### src/rtl/fetch_unit_if.sv
// fetch_unit_if: memory read port and decode handshake of the fetch stage
interface fetch_unit_if #(
    parameter int word_size = 8,
    parameter int addr_size = 8
);
    logic [addr_size-1:0] mem_address;
    logic                 mem_write;
    logic [word_size-1:0] mem_data;
    logic [word_size-1:0] instr;
    logic [addr_size-1:0] instr_pc;
    logic                 instr_valid;
    logic                 instr_ready;
    logic                 redirect;
    logic [addr_size-1:0] redirect_pc;
    logic                 halt;

    modport master (
        output mem_address, mem_write, instr, instr_pc, instr_valid,
        input  mem_data, instr_ready, redirect, redirect_pc, halt
    );

    modport slave (
        input  mem_address, mem_write, instr, instr_pc, instr_valid,
        output mem_data, instr_ready, redirect, redirect_pc, halt
    );
endinterface

### src/rtl/fetch_unit.sv
// fetch_unit: PC sequencing, one-cycle memory latency tracking and 2-entry instruction buffer
module fetch_unit #(
    parameter int                   word_size = 8,
    parameter int                   addr_size = 8,
    parameter logic [addr_size-1:0] reset_pc  = '0
) (
    input  logic          clk,
    input  logic          rst_n,
    fetch_unit_if.master  bus
);
    typedef enum logic {RUN, HALTED} state_t;

    state_t               state;
    logic [addr_size-1:0] pc;
    logic [addr_size-1:0] inflight_pc;
    logic                 inflight;
    logic [word_size-1:0] word0, word1;
    logic [addr_size-1:0] pc0, pc1;
    logic [1:0]           count;
    logic                 pop, push, issue;
    logic [2:0]           credit;
    logic [1:0]           wr_idx;

    assign bus.mem_address = pc;
    assign bus.mem_write   = 1'b0;
    assign bus.instr       = word0;
    assign bus.instr_pc    = pc0;
    assign bus.instr_valid = count != 2'd0;

    // Issue only when the buffer can absorb every word already owed to it
    always_comb begin
        pop    = (count != 2'd0) & bus.instr_ready;
        push   = inflight & !bus.redirect;
        credit = 3'(count) + 3'(inflight) - 3'(pop);
        issue  = (state == RUN) & !bus.halt & !bus.redirect & (credit < 3'd2);
        wr_idx = count - 2'(pop);
    end

    // PC, in-flight tracking and head-first shift buffer; redirect squashes everything
    always_ff @(posedge clk or negedge rst_n) begin
        if (!rst_n) begin
            state       <= RUN;
            pc          <= reset_pc;
            inflight    <= 1'b0;
            inflight_pc <= '0;
            count       <= 2'd0;
            word0       <= '0;
            word1       <= '0;
            pc0         <= '0;
            pc1         <= '0;
        end else begin
            state    <= bus.halt ? HALTED : RUN;
            inflight <= issue;
            if (issue) begin
                pc          <= pc + addr_size'(1);
                inflight_pc <= pc;
            end
            if (bus.redirect) begin
                pc    <= bus.redirect_pc;
                count <= 2'd0;
            end else begin
                if (pop) begin
                    word0 <= word1;
                    pc0   <= pc1;
                end
                if (push && wr_idx == 2'd0) begin
                    word0 <= bus.mem_data;
                    pc0   <= inflight_pc;
                end
                if (push && wr_idx == 2'd1) begin
                    word1 <= bus.mem_data;
                    pc1   <= inflight_pc;
                end
                count <= count + 2'(push) - 2'(pop);
            end
        end
    end
endmodule

### src/flat_wrapper.sv
// flat-port wrapper written by rule: the top's interface ports become plain ports
module fetch_unit_flat 
#(
    parameter int                   word_size = 8,
    parameter int                   addr_size = 8,
    parameter logic [addr_size-1:0] reset_pc  = '0
)
  (clk, rst_n, bus_mem_address, bus_mem_write, bus_instr, bus_instr_pc, bus_instr_valid, bus_mem_data, bus_instr_ready, bus_redirect, bus_redirect_pc, bus_halt);
  fetch_unit_if #(.word_size(word_size), .addr_size(addr_size)) bus_i ();
  input  logic clk;
  input  logic rst_n;
  output wire logic [$bits(bus_i.mem_address)-1:0] bus_mem_address;
  output wire logic [$bits(bus_i.mem_write)-1:0] bus_mem_write;
  output wire logic [$bits(bus_i.instr)-1:0] bus_instr;
  output wire logic [$bits(bus_i.instr_pc)-1:0] bus_instr_pc;
  output wire logic [$bits(bus_i.instr_valid)-1:0] bus_instr_valid;
  input wire logic [$bits(bus_i.mem_data)-1:0] bus_mem_data;
  input wire logic [$bits(bus_i.instr_ready)-1:0] bus_instr_ready;
  input wire logic [$bits(bus_i.redirect)-1:0] bus_redirect;
  input wire logic [$bits(bus_i.redirect_pc)-1:0] bus_redirect_pc;
  input wire logic [$bits(bus_i.halt)-1:0] bus_halt;
  assign bus_mem_address = bus_i.mem_address;
  assign bus_mem_write = bus_i.mem_write;
  assign bus_instr = bus_i.instr;
  assign bus_instr_pc = bus_i.instr_pc;
  assign bus_instr_valid = bus_i.instr_valid;
  assign bus_i.mem_data = bus_mem_data;
  assign bus_i.instr_ready = bus_instr_ready;
  assign bus_i.redirect = bus_redirect;
  assign bus_i.redirect_pc = bus_redirect_pc;
  assign bus_i.halt = bus_halt;
  fetch_unit #(.word_size(word_size), .addr_size(addr_size), .reset_pc(reset_pc)) u_core (.clk(clk), .rst_n(rst_n), .bus(bus_i));
endmodule
### config.mk
export PLATFORM = sky130hd
export DESIGN_NAME = fetch_unit_flat
export DESIGN_NICKNAME = d
export VERILOG_FILES = /design/src/rtl/fetch_unit_if.sv /design/src/rtl/fetch_unit.sv /design/src/flat_wrapper.sv
export SDC_FILE = /design/constraint.sdc
export NUM_CORES = 1
export LEC_CHECK = 0
export ABC_AREA = 1
export BUFFER_PORTS_ARGS = -buffer_cell sky130_fd_sc_hd__clkbuf_2
export CAP_MARGIN = 20
export CORE_MARGIN = 2
export CORE_UTILIZATION = 50
export CTS_CLUSTER_DIAMETER = 150
export DETAILED_ROUTE_END_ITERATION = 7
export PLACE_DENSITY = 0.74
export SLEW_MARGIN = 40
export SYNTH_ARGS = -nofsm -noshare
export SYNTH_HDL_FRONTEND = slang
export SYNTH_SLANG_ARGS = --single-unit
### constraint.sdc
create_clock -name clk -period 3.1 [get_ports clk]
set_clock_uncertainty 0.1 [all_clocks]
set_input_delay 0.62 -clock clk [delete_from_list [all_inputs] [get_ports clk]]
set_output_delay 0.62 -clock clk [all_outputs]
set_load 0.05 [all_outputs]
* Yosys cells after proc, flatten, opt, wreduce, memory -nomap -nowiden
Index checks and enable logic that the tools add are counted.
Storage, ports and cells: register bits 52, input port bits 21, logic and storage cells 42
Cells by class: add/subtract/negate cells 6, order comparisons 1, eq/ne operators 1, muxes and demuxes 8, bitwise operators 7, reductions and logical operators 10
Operator list (count):
- 8-bit two-way mux | 6
- 8-bit by 1-bit adder with 8-bit output, second input constant | 1
- 2-bit nonzero test | 3
- 1-bit AND | 5
- 2-bit AND reduction | 2
- 2-bit by 1-bit subtractor with 2-bit output | 2
- 2-bit by 1-bit adder with 3-bit output | 1
- 3-bit by 2-bit < comparator with 1-bit output, second input constant | 1
- 3-bit by 1-bit subtractor with 3-bit output | 1
- 2-bit by 1-bit adder with 2-bit output | 1
- 2-bit by 1-bit == test with 1-bit output, second input constant | 1
- 1-bit logical AND | 2
- 1-bit logical NOT | 2
- 2-bit logical NOT | 1
- 2-bit two-way mux | 1
- 1-bit inverter | 2
- 1-bit two-way mux | 1

* Logic depth before layout (Yosys ltp)
Gate-level depths: netlist of the first run.
depth after elaboration 7, mapped depth 13

* Worst setup path before layout of the first run
No wires, ideal clock.
path kind reg2reg, start point register u_core.count[1], end point register u_core.inflight_pc[5], setup time 0.083 ns, arrival time 2.607 ns, setup slack 0.310 ns, stages on the path, launching flop included 14, clock period less this slack 2.790 ns, path through dfrtp_1 > inv_1 > nand2_1 > nand2_1 > nor2_1 > o21ai_0 > fa_1 > inv_1 > nor2_1 > nand2_1 > nor2_2 > buf_2 > nand2_1 > o21ai_0
Between the ends: longest elaborated chain between the ends 5, elaborated cells between the ends (all ways) 6, those cells by class add/sub: 2; order compare: 1; bitwise: 2; reduce/logical: 1
Ends and longest elaborated chain:
- start, declared | RTL line fetch_unit.sv:19 | logic [1:0] count;
- start signal, assigned | RTL line fetch_unit.sv:74 | count <= count + 2'(push) - 2'(pop);
- 2-bit nonzero test
- net bus_instr_valid | RTL line flat_wrapper.sv:16 | output wire logic [$bits(bus_i.instr_valid)-1:0] bus_instr_valid;
- 1-bit AND | RTL line fetch_unit.sv:32 | pop = (count != 2'd0) & bus.instr_ready;
- 3-bit by 1-bit subtractor with 3-bit output | RTL line fetch_unit.sv:34 | credit = 3'(count) + 3'(inflight) - 3'(pop);
- 3-bit by 2-bit < comparator with 1-bit output | RTL line fetch_unit.sv:35 | issue = (state == RUN) & !bus.halt & !bus.redirect & (credit < 3'd2);
- 1-bit AND | RTL line fetch_unit.sv:35
- end signal, assigned | RTL line fetch_unit.sv:56 | inflight_pc <= pc;
- end, declared | RTL line fetch_unit.sv:15 | logic [addr_size-1:0] inflight_pc;
The timed path passes the listed nets, and every way through them passes these cells. A chain may end at the register's enable or synchronous reset.

* Final worst setup path of the first run
start point register u_core.count[1], end point register u_core.pc[7], in the netlist u_core.bus.mem_address[7]
Between the ends: longest elaborated chain between the ends 6, elaborated cells between the ends (all ways) 7, those cells by class add/sub: 2; order compare: 1; bitwise: 2; reduce/logical: 2
Ends and longest elaborated chain:
- branches (longest 2 deep; another with 2-bit by 1-bit adder with 3-bit output)
- 3-bit by 1-bit subtractor with 3-bit output * | RTL line fetch_unit.sv:34
- 3-bit by 2-bit < comparator with 1-bit output * | RTL line fetch_unit.sv:35
- 1-bit AND * | RTL line fetch_unit.sv:35
- 2-bit nonzero test (no source line) *
- end signal, assigned | RTL line fetch_unit.sv:43 | pc <= reset_pc;
- end signal, assigned | RTL line fetch_unit.sv:55 | pc <= pc + addr_size'(1);
- end signal, assigned | RTL line fetch_unit.sv:59 | pc <= bus.redirect_pc;
- end, declared | RTL line fetch_unit.sv:14 | logic [addr_size-1:0] pc;
Mark *: on every way between the ends.

==> metrics.md, run 1 <==
| Metric | Value |
|---|---|
| Outcome | `finished, final reports clean` |
| Worst ir drop on vdd | `0.000250 V` |
| Startpoint Class | `register` |
| Mean Syn Cell Area | `7.87 um2` |
| Minimum clock period | `2.70 ns` |
| Area after DPL | `2790 um2` |
| Fin crit share | `just under 90%` |
| Power per cell area | `571 nW/um2` |
| Final worst setup slack | `0.404 ns` |
| RSZ-0062 raised after global routing | `false` |
| CP arrival | `between 2 and 3 ns` |
| First-pass GRT wire length | `8680 um` |
| ANT nets after route | `0` |
| Unique masters post-synth | `25` |
| Maxcap violations | `0` |
| Fin util | `60.0%` |
| CTS max path bufs | `2` |
| Starting DRT DRC Count | `83` |
| Synthesis Warnings | `0` |
| Hold WS | `approximately 0.12 ns` |
| Leakage | `1.59 nW` |
| Synth top area cells | `dfrtp_1 52%, nand2_1 20%, nand3_1 7.0%` |
| Post-route setup TNS | `0 ns` |
| Place WS | `between 0.4 and 0.5 ns` |
| Post-CTS Hold Fix Bufs | `0` |
| Design area | `2870 um2` |
| Die Ht | `74.7 um` |
| Peak Freq | `between 300 and 400 MHz` |
| Gr usage total | `20.0%` |
| Critical path class | `register to register` |
| Area leader, netlist | `dfrtp_1` |
| CTS resizes | `0` |
| Clock Tree Root | `clkbuf_8` |
| Grt total ovfl | `0` |
| Required time of the critical path | `3.18 ns` |
| Site Rows | `25` |
| Placed cells | `423` |
| Crit-path cells | `inv_1, nand2_1, nand2_1, nor2_1, o21ai_0, fa_1, inv_1, nor2_1, nand2_1, nor2_2, nor2_1, nand2_1, nand3_1` |
| Final slew viol count | `0` |
| Worst Hold Class | `primary input to asynchronous set/reset pin` |
| Slowest cell on the critical path | `dfrtp_1` |
| CTS tree | `built` |
| RD Place Congestion | `0.804` |
| Vias in the first global route | `1898` |
| Top routing layer in use | `met4` |
| Pre-antenna DRT Iters | `4` |
| WL/cell | `between 10 and 15 um` |
| CP Max Fanout | `7` |
| Crit path buf inv count | `2` |
| Clock-pin slew on the worst setup and hold paths | `0.09 ns` |
| Post-Synthesis Net Count | `roughly 340` |
| Filler-free cell count of the finished design | `430` |
| Sink Count | `52` |
| Largest stage delay, worst path | `0.52 ns` |
| Die Wd | `about 75 um` |
| Top-area cell type share of the netlist area | `52.0%` |
| Seq/Total Area, Yosys | `52.0%` |
| Met1 wire length | `approximately 2400 um` |
| Routed WL | `4930 um` |
| FILL cells | `474` |
| Worst-Skew Late Latency | `0.30 ns` |
| Synth-to-Final Area Change | `14.9%` |
| DR vias | `between 2000 and 2500` |
| Family with the most delay on the worst path | `simple AND/OR/NAND/NOR gates` |
| Initial core utilization | `52.3%` |
| Post-DP HPWL | `3450 um` |
| DRC | `0` |
| Core ar. | `4790 um2` |
| Cts bufs inserted | `5` |
| Pin count of the biggest net entering global routing | `39` |
| Cells after synthesis | `318` |
| Ant diodes | `0` |
| Synth Register Bits | `52` |
| Post-Syn Area | `2500 um2` |
| CP endpoint kind | `register` |
| Initial antenna violation count | `0` |
| I/O pin count | `47` |
| Metal3 WL | `236 um` |
| # H-tree levels | `2` |
| Final Power | `1.64 mW` |
| Final hold vios | `0` |
| Post-CTS setup repair buffer count | `0` |
| Die footprint | `5580 um2` |
| Met2 wire len | `about 2200 um` |
| Final setup violation count | `0` |
| Critical path's most frequent cell | `nand2_1` |
| Nets@finish | `387` |
| Port buffer count | `45` |
| Via density | `4.75` |
| Share of layout cells above drive strength 1 | `17.9%` |
[path summary, 6_finish.rpt]
kind	end	cells past startpoint	startpoint	slack [ns]
worst max-delay path	u_core.bus.mem_address[7]	13	u_core.count[1]	0.40
worst min-delay path	u_core.bus.instr[7]	1	rst_n	0.12
worst max register to register	u_core.bus.mem_address[7]	13	u_core.count[1]	0.40
worst min register to register	u_core.bus.instr[4]	2	u_core.bus.instr[4]	0.38
max in group asynchronous	u_core.inflight_pc[2]	2	rst_n	2.00
min in group clk	u_core.state	1	bus_halt	0.34
[cell usage after synthesis]
cell type  count
o21ai_0       26
xor2_1         2
nand4_1        1
dfrtp_1       52
fa_1           1
inv_1         28
nor2_4         1
nand3_1       35
nand2_1      136
inv_2          1
conb_1         1
a21oi_1        1
nand2_4        1
clkbuf_1       5
buf_2          6
nand2_2        1
a21oi_4        2
xnor2_1        1
o21ai_1        1
ha_1           2
nor2_1         8
nor2_2         1
nand3b_1       1
o21bai_1       2
buf_4          2
[metal layers]
metal,global-route usage [%],vias up
li1,-,1074
met1,27.6,915
met2,32.6,51
met3,4.15,4
met4,4.96,0
met5,0,-
[registers in the layout, summed over array words and instances (netlist names)]
name                    cells
u_core.bus.instr            8
u_core.bus.instr_pc         8
u_core.bus.mem_address      8
u_core.count                2
u_core.inflight             1
u_core.inflight_pc          8
u_core.pc1                  8
u_core.state                1
u_core.word1                8
[where the power goes]
| group | internal [mW] | switching (mW) | total (mW) |
|---|---|---|---|
| combinational | 0.110 | 0.328 | 0.438 |
| sequential | 0.772 | 0.0648 | 0.837 |
| clock | 0.153 | 0.213 | 0.366 |
| total | 1.04 | 0.606 | 1.64 |
[area by class of cell]
| cell class | count | area, um2 | share of cell area [%] |
|---|---|---|---|
| Sequential cell | 52 | 1300 | 45.3 |
| Inverter | 29 | 109 | 3.79 |
| Timing Repair Buffer | 51 | 270 | 9.41 |
| Tap cell | 67 | 83.8 | 2.92 |
| Clock buffer | 5 | 68.8 | 2.40 |
| Multi-Input combinational cell | 224 | 1030 | 35.8 |
| Clock inverter | 2 | 12.5 | 0.436 |
[layout by cell type, fill, tap and decap left out, drive strengths merged, types with 3 or more instances in the layout]
cell / count
nand2: 138
dfrtp: 52
clkbuf: 50
nand3: 35
inv: 29
o21ai: 27
nor2: 10
buf: 6
a21oi: 3
[logic make-up after synthesis]
logic type,Yosys count,synth area share [%]
AOI/OAI and AO/OA,32,7.50
xor gates and xnor gates,3,1.05
adders and majority gates,3,1.80
buffers and inverters,42,6.90
DFF,52,52.0
other,1,0.150
and+or+nand+nor,185,30.6
No activity file was read; power rests on OpenSTA's default activity.
==> run 2, diff against run 1 <==
Settings changed: CELL_PAD_IN_SITES_DETAIL_PLACEMENT set to 0, CELL_PAD_IN_SITES_GLOBAL_PLACEMENT set to 2, CORE_UTILIZATION 50 to 31, PLACE_DENSITY 0.74 to 0.78.
Clock period 3.1 ns to 2.5 ns, I/O delays scaled along.
==> run 2 against run 1 <==
- non-clock buffer count is 5 higher
- clock power is 41% higher
- highest routed layer unchanged
- sequential power up 24%
- global-route usage is 5.7 points lower
- largest power group unchanged
- combinational power grew 26%
- hold slack got worse by 0.010 ns
==> metrics.md, run 2 (same netlist as run 1, synthesis figures left out) <==
| Metric | Value |
|---|---|
| Outcome | `finished, final reports clean` |
| Met1 wire length | `2950 um` |
| Ant diodes | `0` |
| I/O pin count | `47` |
| First-pass GRT wire length | `9970 um` |
| Max-slew headroom | `56.6%` |
| Clock-pin slew on the worst setup and hold paths | `around 0.10 ns` |
| CP endpoint kind | `register` |
| Nets@finish | `between 300 and 400` |
| Die footprint | `8800 um2` |
| Cts bufs inserted | `5` |
| FILL cells | `858` |
| Core ar. | `~8000 um2` |
| Commonest cells after routing, fill and taps aside | `135 x nand2_1, 51 x dfrtp_1, 45 x clkbuf_2, 35 x nand3_1, 28 x inv_1` |
| Crit path buf inv count | `4` |
| Minimum clock period | `2.24 ns` |
| Sink Count | `52` |
| Hold WS | `~0.11 ns` |
| Area after DPL | `2890 um2` |
| ANT nets after route | `0` |
| Site Rows | `32` |
| Critical path class | `register to register` |
| Pre-antenna DRT Iters | `4` |
| Worst-Skew Late Latency | `0.31 ns` |
| Pin count of the biggest net entering global routing | `33` |
| Filler-free cell count of the finished design | `471` |
| DR vias | `2093` |
| Largest stage delay, worst path | `0.49 ns` |
| CTS tree | `built` |
| Startpoint Class | `register` |
| Worst ir drop on vdd | `0.000247 V` |
| CP Max Fanout | `7` |
| Final hold vios | `0` |
| Crit-path cells | `inv_1, nand2_4, nand2_1, nor2_1, buf_4, fa_1, inv_1, nor2_1, nand2_1, nor2_4, nor2_1, buf_4, nand2_1, nand3_1` |
| Share of layout cells above drive strength 1 | `19.8%` |
| Most common cell after layout, fill and taps aside | `nand2_1` |
| Routed WL | `roughly 5700 um` |
| Post-route setup TNS | `0 ns` |
| Peak Freq | `447 MHz` |
| DRC | `0` |
| Top routing layer in use | `met4` |
| Post-DP HPWL | `3910 um` |
| Synth-to-Final Area Change | `19.9%` |
| Initial core utilization | `approximately a third` |
| WL/cell | `12.0 um` |
| Maxcap violations | `0` |
| Via density | `~4.4` |
| Family with the most delay on the worst path | `simple AND/OR/NAND/NOR gates` |
| CTS max path bufs | `2` |
| Die Wd | `93.8 um` |
| Fin crit share | `89.5%` |
| RD Place Congestion | `0.723` |
| Worst Hold Class | `primary input to asynchronous set/reset pin` |
| Initial antenna violation count | `0` |
| Met2 wire len | `2400 um` |
| Slew @ Worst Pin | `around 0.65 ns` |
| Metal3 WL | `~230 um` |
| CP arrival | `2.34 ns` |
| Final slew viol count | `0` |
| # H-tree levels | `2` |
| Power per cell area | `703 nW/um2` |
| Design area | `3000 um2` |
| Starting DRT DRC Count | `108` |
| Leakage | `1.63 nW` |
| Die Ht | `approximately 94 um` |
| Placed cells | `between 400 and 500` |
| RSZ-0062 raised after global routing | `false` |
| Clock Tree Root | `clkbuf_8` |
| Fin util | `38.6%` |
| Slowest cell on the critical path | `fa_1` |
| Final setup violation count | `0` |
| Grt total ovfl | `0` |
| Required time of the critical path | `2.60 ns` |
| Gr usage total | `14.3%` |
| Vias in the first global route | `2059` |
| Port buffer count | `45` |
==> run 2: routing by layer <==
metal,track usage [%],vias to the layer above
met2,20.5,47
met3,2.65,6
met4,4.83,0
met5,0,-
met1,21.3,941
li1,-,1099
==> run 2: worst reg2reg max path, cell delays in order, from the launching register on <==
cell and delay (ns):
dfrtp_1 0.40, inv_1 0.14, nand2_4 0.07, nand2_1 0.07
nor2_1 0.05, buf_4 0.13, fa_1 0.49, inv_1 0.04
nor2_1 0.07, nand2_1 0.09, nor2_4 0.14, nor2_1 0.05
buf_4 0.16, nand2_1 0.06, nand3_1 0.07
==> run 2: path summary, 6_finish.rpt <==
check / start / endpoint / slack, ns / cells after the start
max: u_core.count[0] / u_core.bus.mem_address[7] / 0.26 / 14
min: rst_n / u_core.count[1] / 0.11 / 1
max reg2reg: u_core.count[0] / u_core.bus.mem_address[7] / 0.26 / 14
min reg2reg: u_core.bus.instr[2] / u_core.bus.instr[2] / 0.38 / 2
max in group asynchronous: rst_n / u_core.pc1[0] / 1.61 / 2
min in group clk: bus_halt / u_core.state / 0.22 / 1
==> run 2: where the power goes <==
| part | internal (mW) | total, mW | switching (mW) |
|---|---|---|---|
| Sequential | 0.958 | 1.04 | 0.0809 |
| Clock | 0.227 | 0.517 | 0.289 |
| Combinational | 0.142 | 0.554 | 0.412 |
| Total | 1.33 | 2.11 | 0.782 |
==> run 2: per-stage QoR <==
stage          worst slack [ns]  total power [mW]
2_1_floorplan            0.0516              1.45
3_3_place_gp              0.135              1.61
3_5_place_dp             0.0822              1.62
4_1_cts                   0.119              2.15
5_1_grt                 0.00199              2.25
6_report                  0.264              2.11
==> run 2: cell type report <==
cell class	count	area, um2	area share, %
clock inverters	2	13.8	0.459
multi-input cells	224	1040	34.7
repair buffers	56	324	10.8
inverters	29	109	3.63
flip-flops and latches	52	1300	43.4
clock buffers	6	82.6	2.75
well taps	102	128	4.26
==> run 2: what timing repair did <==
item,CTS,global route
setup buffers,0,1
endpoints found under the setup margin,0,15
resized for setup,0,2
hold buffers,0,0
